<file path="config.mk">
export PLATFORM = sky130hd
export DESIGN_NAME = adder_arbiter
export DESIGN_NICKNAME = d
export VERILOG_FILES = /design/src/rtl/adder_arbiter_pkg.sv /design/src/rtl/adder_arbiter_rr_picker.sv /design/src/rtl/adder_arbiter.sv
export SDC_FILE = /design/constraint.sdc
export NUM_CORES = 1
export LEC_CHECK = 0
export BUFFER_PORTS_ARGS = -buffer_cell sky130_fd_sc_hd__buf_2
export CAP_MARGIN = 5
export CORE_AREA = 2 2 54 56
export DETAILED_ROUTE_END_ITERATION = 10
export DIE_AREA = 0 0 56 58
export GPL_ROUTABILITY_DRIVEN = 0
export MAX_ROUTING_LAYER = met4
export PLACE_DENSITY = 0.93
export SYNTH_ARGS = -nofsm -noshare
export SYNTH_HDL_FRONTEND = slang
export SYNTH_SLANG_ARGS = --single-unit
export TNS_END_PERCENT = 30
</file>
<file path="constraint.sdc">
create_clock -name i_clock -period 3.3 [get_ports i_clock]
set_input_delay 0.99 -clock i_clock [delete_from_list [all_inputs] [get_ports i_clock]]
set_output_delay 0.99 -clock i_clock [all_outputs]
set_load 0.005 [all_outputs]
</file>
<file path="src/rtl/adder_arbiter_pkg.sv">
// Shared constants and helpers for the adder arbiter: state encoding, index and
// hold-counter widths, and the flattened operand slice offset.
package adder_arbiter_pkg;

  localparam int unsigned DEF_N        = 8;
  localparam int unsigned DEF_R        = 2;
  localparam int unsigned DEF_MAX_HOLD = 0;

  typedef enum logic {
    ARB_IDLE  = 1'b0,
    ARB_OWNED = 1'b1
  } arb_state_e;

  // Grant index width, $clog2(R) but never below one bit.
  function automatic int unsigned idx_width(input int unsigned r);
    return (r > 1) ? $clog2(r) : 1;
  endfunction

  // Hold counter spans 0..MAX_HOLD-1; a 1-bit stub when unlimited.
  function automatic int unsigned hold_width(input int unsigned max_hold);
    return (max_hold > 1) ? $clog2(max_hold) : 1;
  endfunction

  // Low bit of requester r's 2N-bit operand slice in the flattened buses.
  function automatic int unsigned slice_lo(input int unsigned r, input int unsigned n);
    return r * 2 * n;
  endfunction

endpackage

</file>
<file path="src/rtl/adder_arbiter_rr_picker.sv">
// Combinational round-robin search: first requester at or after start (with wrap)
// that is requesting and not excluded.
module adder_arbiter_rr_picker
  import adder_arbiter_pkg::*;
#(
  parameter  int unsigned R  = DEF_R,
  localparam int unsigned IW = idx_width(R)
) (
  input  logic [R-1:0]  req,
  input  logic [IW-1:0] start,
  input  logic [R-1:0]  exclude,
  output logic [R-1:0]  winner,
  output logic          valid
);

  logic [R-1:0]  cand;
  logic [IW-1:0] idx;

  assign cand = req & ~exclude;

  always_comb begin
    winner = '0;
    valid  = 1'b0;
    idx    = '0;
    for (int k = 0; k < int'(R); k++) begin
      idx = IW'((int'(start) + k) % int'(R));
      if (!valid && cand[idx]) begin
        winner[idx] = 1'b1;
        valid       = 1'b1;
      end
    end
  end

endmodule

</file>
<file path="src/rtl/adder_arbiter.sv">
// Round-robin owner arbiter for one shared 2N-bit adder. Registered one-hot grant,
// optional MAX_HOLD revocation, operand mux driven from the registered grant.
module adder_arbiter
  import adder_arbiter_pkg::*;
#(
  parameter int unsigned N        = DEF_N,
  parameter int unsigned R        = DEF_R,
  parameter int unsigned MAX_HOLD = DEF_MAX_HOLD
) (
  input  logic               i_clock,
  input  logic               i_reset,
  input  logic [R-1:0]       i_req,
  output logic [R-1:0]       o_grant,
  input  logic [R*2*N-1:0]   i_augend,
  input  logic [R*2*N-1:0]   i_addend,
  output logic [2*N-1:0]     o_sum,
  output logic [2*N-1:0]     o_adder_augend,
  output logic [2*N-1:0]     o_adder_addend,
  input  logic [2*N-1:0]     i_adder_sum,
  output logic               o_busy,
  output logic [R-1:0]       o_revoked
);

  localparam int unsigned IW        = idx_width(R);
  localparam int unsigned HW        = hold_width(MAX_HOLD);
  localparam int unsigned W         = 2 * N;
  localparam int unsigned HOLD_LAST = (MAX_HOLD > 0) ? MAX_HOLD - 1 : 0;

  arb_state_e    state_q, state_d;
  logic [R-1:0]  grant_q, grant_d;
  logic [R-1:0]  revoked_q, revoked_d;
  logic [IW-1:0] ptr_q, ptr_d;
  logic [HW-1:0] hold_q, hold_d;

  logic [IW-1:0] start;
  logic [R-1:0]  exclude;
  logic [R-1:0]  win_oh;
  logic          win_vld;
  logic [IW-1:0] win_idx;
  logic          owner_req;
  logic          expire;

  // ptr_q is the current owner while OWNED, so searching from ptr+1 covers both
  // fresh arbitration and hand-off; the owner itself is masked on hand-off.
  assign start     = (ptr_q == IW'(R - 1)) ? '0 : ptr_q + 1'b1;
  assign exclude   = (state_q == ARB_OWNED) ? grant_q : '0;
  assign owner_req = i_req[ptr_q];
  assign expire    = (MAX_HOLD != 0) && (state_q == ARB_OWNED) && owner_req &&
                     (hold_q == HW'(HOLD_LAST));

  adder_arbiter_rr_picker #(.R(R)) u_rr_picker (
    .req     (i_req),
    .start   (start),
    .exclude (exclude),
    .winner  (win_oh),
    .valid   (win_vld)
  );

  always_comb begin
    win_idx = '0;
    for (int r = 0; r < int'(R); r++)
      if (win_oh[r]) win_idx = IW'(r);
  end

  always_ff @(posedge i_clock) begin
    if (i_reset) begin
      state_q   <= ARB_IDLE;
      grant_q   <= '0;
      revoked_q <= '0;
      ptr_q     <= IW'(R - 1);
      hold_q    <= '0;
    end else begin
      state_q   <= state_d;
      grant_q   <= grant_d;
      revoked_q <= revoked_d;
      ptr_q     <= ptr_d;
      hold_q    <= hold_d;
    end
  end

  always_comb begin
    state_d   = state_q;
    grant_d   = grant_q;
    ptr_d     = ptr_q;
    hold_d    = hold_q;
    revoked_d = '0;
    case (state_q)
      ARB_IDLE: begin
        if (win_vld) begin
          state_d = ARB_OWNED;
          grant_d = win_oh;
          ptr_d   = win_idx;
          hold_d  = '0;
        end
      end
      ARB_OWNED: begin
        if (!owner_req || expire) begin
          if (expire) revoked_d = grant_q;
          hold_d = '0;
          if (win_vld) begin
            grant_d = win_oh;
            ptr_d   = win_idx;
          end else begin
            state_d = ARB_IDLE;
            grant_d = '0;
          end
        end else if (MAX_HOLD != 0) begin
          hold_d = hold_q + 1'b1;
        end
      end
      default: begin
        state_d = ARB_IDLE;
        grant_d = '0;
      end
    endcase
  end

  // AND-OR operand mux; grant is one-hot so at most one slice contributes.
  always_comb begin
    o_adder_augend = '0;
    o_adder_addend = '0;
    for (int r = 0; r < int'(R); r++) begin
      if (grant_q[r]) begin
        o_adder_augend = o_adder_augend | i_augend[slice_lo(r, N) +: W];
        o_adder_addend = o_adder_addend | i_addend[slice_lo(r, N) +: W];
      end
    end
  end

  assign o_sum     = i_adder_sum;
  assign o_grant   = grant_q;
  assign o_busy    = |grant_q;
  assign o_revoked = revoked_q;

endmodule

</file>
# Word level (Yosys, flattened, before mapping)
# Cells that the tools add are included.
[word_totals]
register_bits = 4
input_bits = 84
output_inout_bits = 53
[op_classes]
n_addsub = 2
n_lt_le_gt_ge = 5
eq_ne = 2
n_mux = 31
bitwise_logic = 6
n_reduce_logical = 6
[ops]
columns = ["cell", "count"]
rows = [
  ["two-way mux 16 bit", 4],
  ["OR 16 bit", 2],
  ["two-way mux 1 bit", 16],
  ["two-way mux 2 bit", 6],
  ["less-than comparator 1 x 2 -> 1 bit, second input constant", 3],
  ["case mux 1 bit (2 select lines)", 2],
  ["case mux 2 bit (2 select lines)", 1],
  ["logical AND 1 bit", 3],
  ["adder 1 bit, second input constant", 2],
  ["bitwise AND 2 bit", 1],
  ["demux 1 bit (select 1 bit)", 2],
  ["greater-or-equal comparator 1 bit, second input constant", 2],
  ["!= test 2 x 1 -> 1 bit, second input constant", 1],
  ["!= test 2 bit, second input constant", 1],
  ["NOT 2 bit", 1],
  ["OR 2 bit", 1],
  ["AND reduction 2 bit", 1],
  ["OR reduction 2 bit", 1],
  ["zero test 1 bit", 1],
  ["NOT 1 bit", 1],
]

# Logic depth before layout (Yosys ltp)
[logic_depth]
depth_word = 13
depth_mapped = 4

# Modules after synthesis
# Synthesis repeated with hierarchy kept, for this count alone.
[hier_totals]
hier_cells = 90
hier_area_um2 = 719.4
[by_module_without_submodules]
columns = ["module", "instances", "cells_each", "area_per_inst_um2", "seq_area_each_um2"]
rows = [
  ["adder_arbiter", 1, 84, 678.2, 80.1],
  ["adder_arbiter_rr_picker", 1, 6, 41.3, 0.0],
]

# Worst setup path before layout
# No wires, ideal clock.
[synth_path]
path_type = "input-to-output"
start = "in i_addend[0]"
end = "out o_adder_addend[0]"
t_arrival_ns = 1.207
t_required_ns = 2.310
setup_slack_ns = 1.103
cell_stages = 1
n_path_buf = 0
path_cell_list = "a22o_1"
[synth_via]
elab_chain_cells = 3
[synth_rtl]
columns = ["item", "line_no", "text"]
rows = [
  ["start, declared", "adder_arbiter.sv:15", "input logic [R*2*N-1:0] i_addend,"],
  ["two-way mux 16 bit (*)", "adder_arbiter.sv:123", "if (grant_q[r]) begin"],
  ["OR 16 bit", "adder_arbiter.sv:125", "o_adder_addend = o_adder_addend | i_addend[slice_lo(r, N) +: W];"],
  ["two-way mux 16 bit (*)", "adder_arbiter.sv:123", ""],
  ["end, declared", "adder_arbiter.sv:18", "output logic [2*N-1:0] o_adder_addend,"],
]
# Every way passes the cells marked *; elsewhere a longest branch is shown, timed or not.

# Worst setup path in the final report
[layout_path]
start = "in i_addend[15]"
end = "out o_adder_addend[15]"
# The elaborated chain is that of the path after synthesis.

==> results.md <==
- Status: finished, final reports clean
- Max stage delay cell, worst path: a22o_1
- Max-capacitance violation count: 0
- I/O pins: around 140
- Initial core utilization: 25.66%
- Crit-path cells: buf_2 -> a22o_1 -> buf_2
- Endpoint type of the worst setup path: output port
- CTS tree: yes
- First-pass GRT wire length: around 3500 um
- FF-to-FF path depth: 4
- Final nets: approximately 250
- Leading area contributor after synthesis: a22o_1
- Gr ovfl total: 0
- Syn_area_per_cell: 8.037 um^2
- Placed cells: about 200
- Cells after synthesis: 85
- Startpoint Class: input pin
- Min Tclk post-route: approximately 2.4 ns
- Placed cell areas: around 1100 um^2
- Hold Fails Final Rpt: 0
- Pleak: ~0.66 nW
- Total global routing track utilization: 13.89%
- Cts repair resizes: 0
- Final Instance Area: around 1100 um^2
- Layout overhead on the synthesized area: 60.81%
- Cell Area, Synth: between 600 and 700 um^2
- Total power: ~0.28 mW
- Filler instances: roughly 280
- Die X: 56 um
- Die height: 58 um
- Dpl hpwl: roughly 1900 um
- Max-slew violations: 0
- Routed WL: 2483 um
- Cell Rows: 19
- CP Data Arrival Time: approximately 1.4 ns
- Vias/cell: approximately 4.9
- Final std cells w/o fill: 198
- Share of the synthesized area in the top cell type: between 40% and 50%
- CTS Buf Count: 3
- Crit-path max cell delay: between 0.2 and 0.25 ns
- Post-synthesis cell type count: 21
- Die ar.: about 3200 um^2
- Setup Skew: 0.004591 ns
- Core Util, Final: between 40% and 50%
- Largest net degree at the start of global routing: 38
- # H-tree levels: 1
- Commonest non-fill, non-tap cell in the layout: buf_2
- CTS Sinks: 4
- VDD IR-drop max: roughly 160 uV
- RSZ-0062 raised after global routing: no
- Pwr per Cell Area: between 200 and 300 nW/um^2
- Synth top area cells: a22o_1 (41%), buf_4 (20%), dfxtp_1 (12%)
- CP most frequent cell: buf_2
- DR vias: slightly below 1k
- Sequential area share after synthesis: 11.72%
- Wire per inst: approximately 13 um
- Commonest non-fill, non-tap cells in the layout: buf_2 (102), a22o_1 (32), dfxtp_1 (4)
- Hold_ws: ~0.6 ns
- Final setup violation count: 0
- Port bufs: 102
- FMAX: 412.7 MHz
- Vias in the first global route: 828
- Buffer depth of the longest clock path: 2
- Hold Crit Depth: 2
- Clock latency on the worst-skew pair: about 0.24 ns
- Post-DRT Antenna Nets: 0
- Crit Path Category: in2out
- Final worst-path cycle share: roughly 73%
- Pre-CTS WS: about 0.87 ns
- Synth warn: 0
- #FFs+latches synth: 4
- Final TNS setup: 0 ns
- Setup Fix Bufs, Post-CTS: 0
- # diodes: 0
- Drt first-iter violations: 40
- DR pass1 iterations: 2
- Worst-path clk slew: around 0.040 ns
- Hold-fix buffers, CTS: 0
- Layout cell share with drive strength beyond 1: between 60% and 70%
- Initial antenna violation count: 0
- Clk root buf: clkbuf_4
- CP required: 2.31 ns
- Worst-path fanout max: 1
- Core area: approximately 2700 um^2
- Setup WS post-layout: a little under 0.9 ns
- DRC viols: 0
- Hold WC Path Type: reg2reg
[layout make-up]
class	instances	area, um^2	area share (%)
repair buffers	104	525.5	47.84
inverters	1	3.754	0.3417
clock buffers	3	22.52	2.050
flip-flops and latches	4	80.08	7.289
well taps	31	38.79	3.531
multi-input cells	55	427.9	38.95
[synth_stat cells]
cell / n
a211oi_1: 1
a21oi_1: 2
a22o_1: 32
a31oi_2: 1
buf_2: 8
buf_4: 18
conb_1: 1
dfxtp_1: 4
inv_1: 1
mux2_4: 1
nand2_1: 1
nand2b_1: 1
nand3_2: 1
nand3b_1: 2
nor2_1: 3
nor3_1: 1
o21a_1: 1
o21ai_0: 3
o22ai_1: 1
o32ai_1: 1
or2_2: 1
[per-layer routing]
metal / part of all wire (%) / GRT usage, % / wire [um] / vias to the layer above
met4: 2.1 / 8.163 / 53 / 0
met3: 14 / 4.688 / 344 / 10
met2: 50 / 26.72 / 1249 / 69
met5: 0 / - / 0 / -
met1: 34 / 11.40 / 837 / 413
li1: - / - / - / 475
[path summary, 6_finish.rpt]
path	start	end	slack, ns
worst max-delay path	i_addend[15]	o_adder_addend[15]	0.88
worst max register to register	o_grant[0]	o_grant[0]	1.92
worst min register to register	state_q	o_grant[0]	0.59
worst min-delay path	state_q	o_grant[0]	0.59
[registers in the layout (all words and copies together), names as in the netlist]
| signal | count |
|---|---|
| ptr_q | 1 |
| state_q | 1 |
| o_grant | 2 |
[critical path, delay by kind of cell]
family          cells  cell delay, ns
buf+inv             2            0.22
compound gates      1            0.22
[cell families after synthesis]
logic type | synth area share (%)
compound gates | 50.92
other cells | 0.5489
buf+inv | 26.19
mux | 2.197
flops | 11.72
simple gates | 8.424
[report_power, final]
part | switching (mW) | internal [mW]
clock | 0.0210 | 0.0407
combinational | 0.0672 | 0.0943
sequential | 0.00778 | 0.0531
total | 0.0960 | 0.188
(Power assumes the default switching activity.)
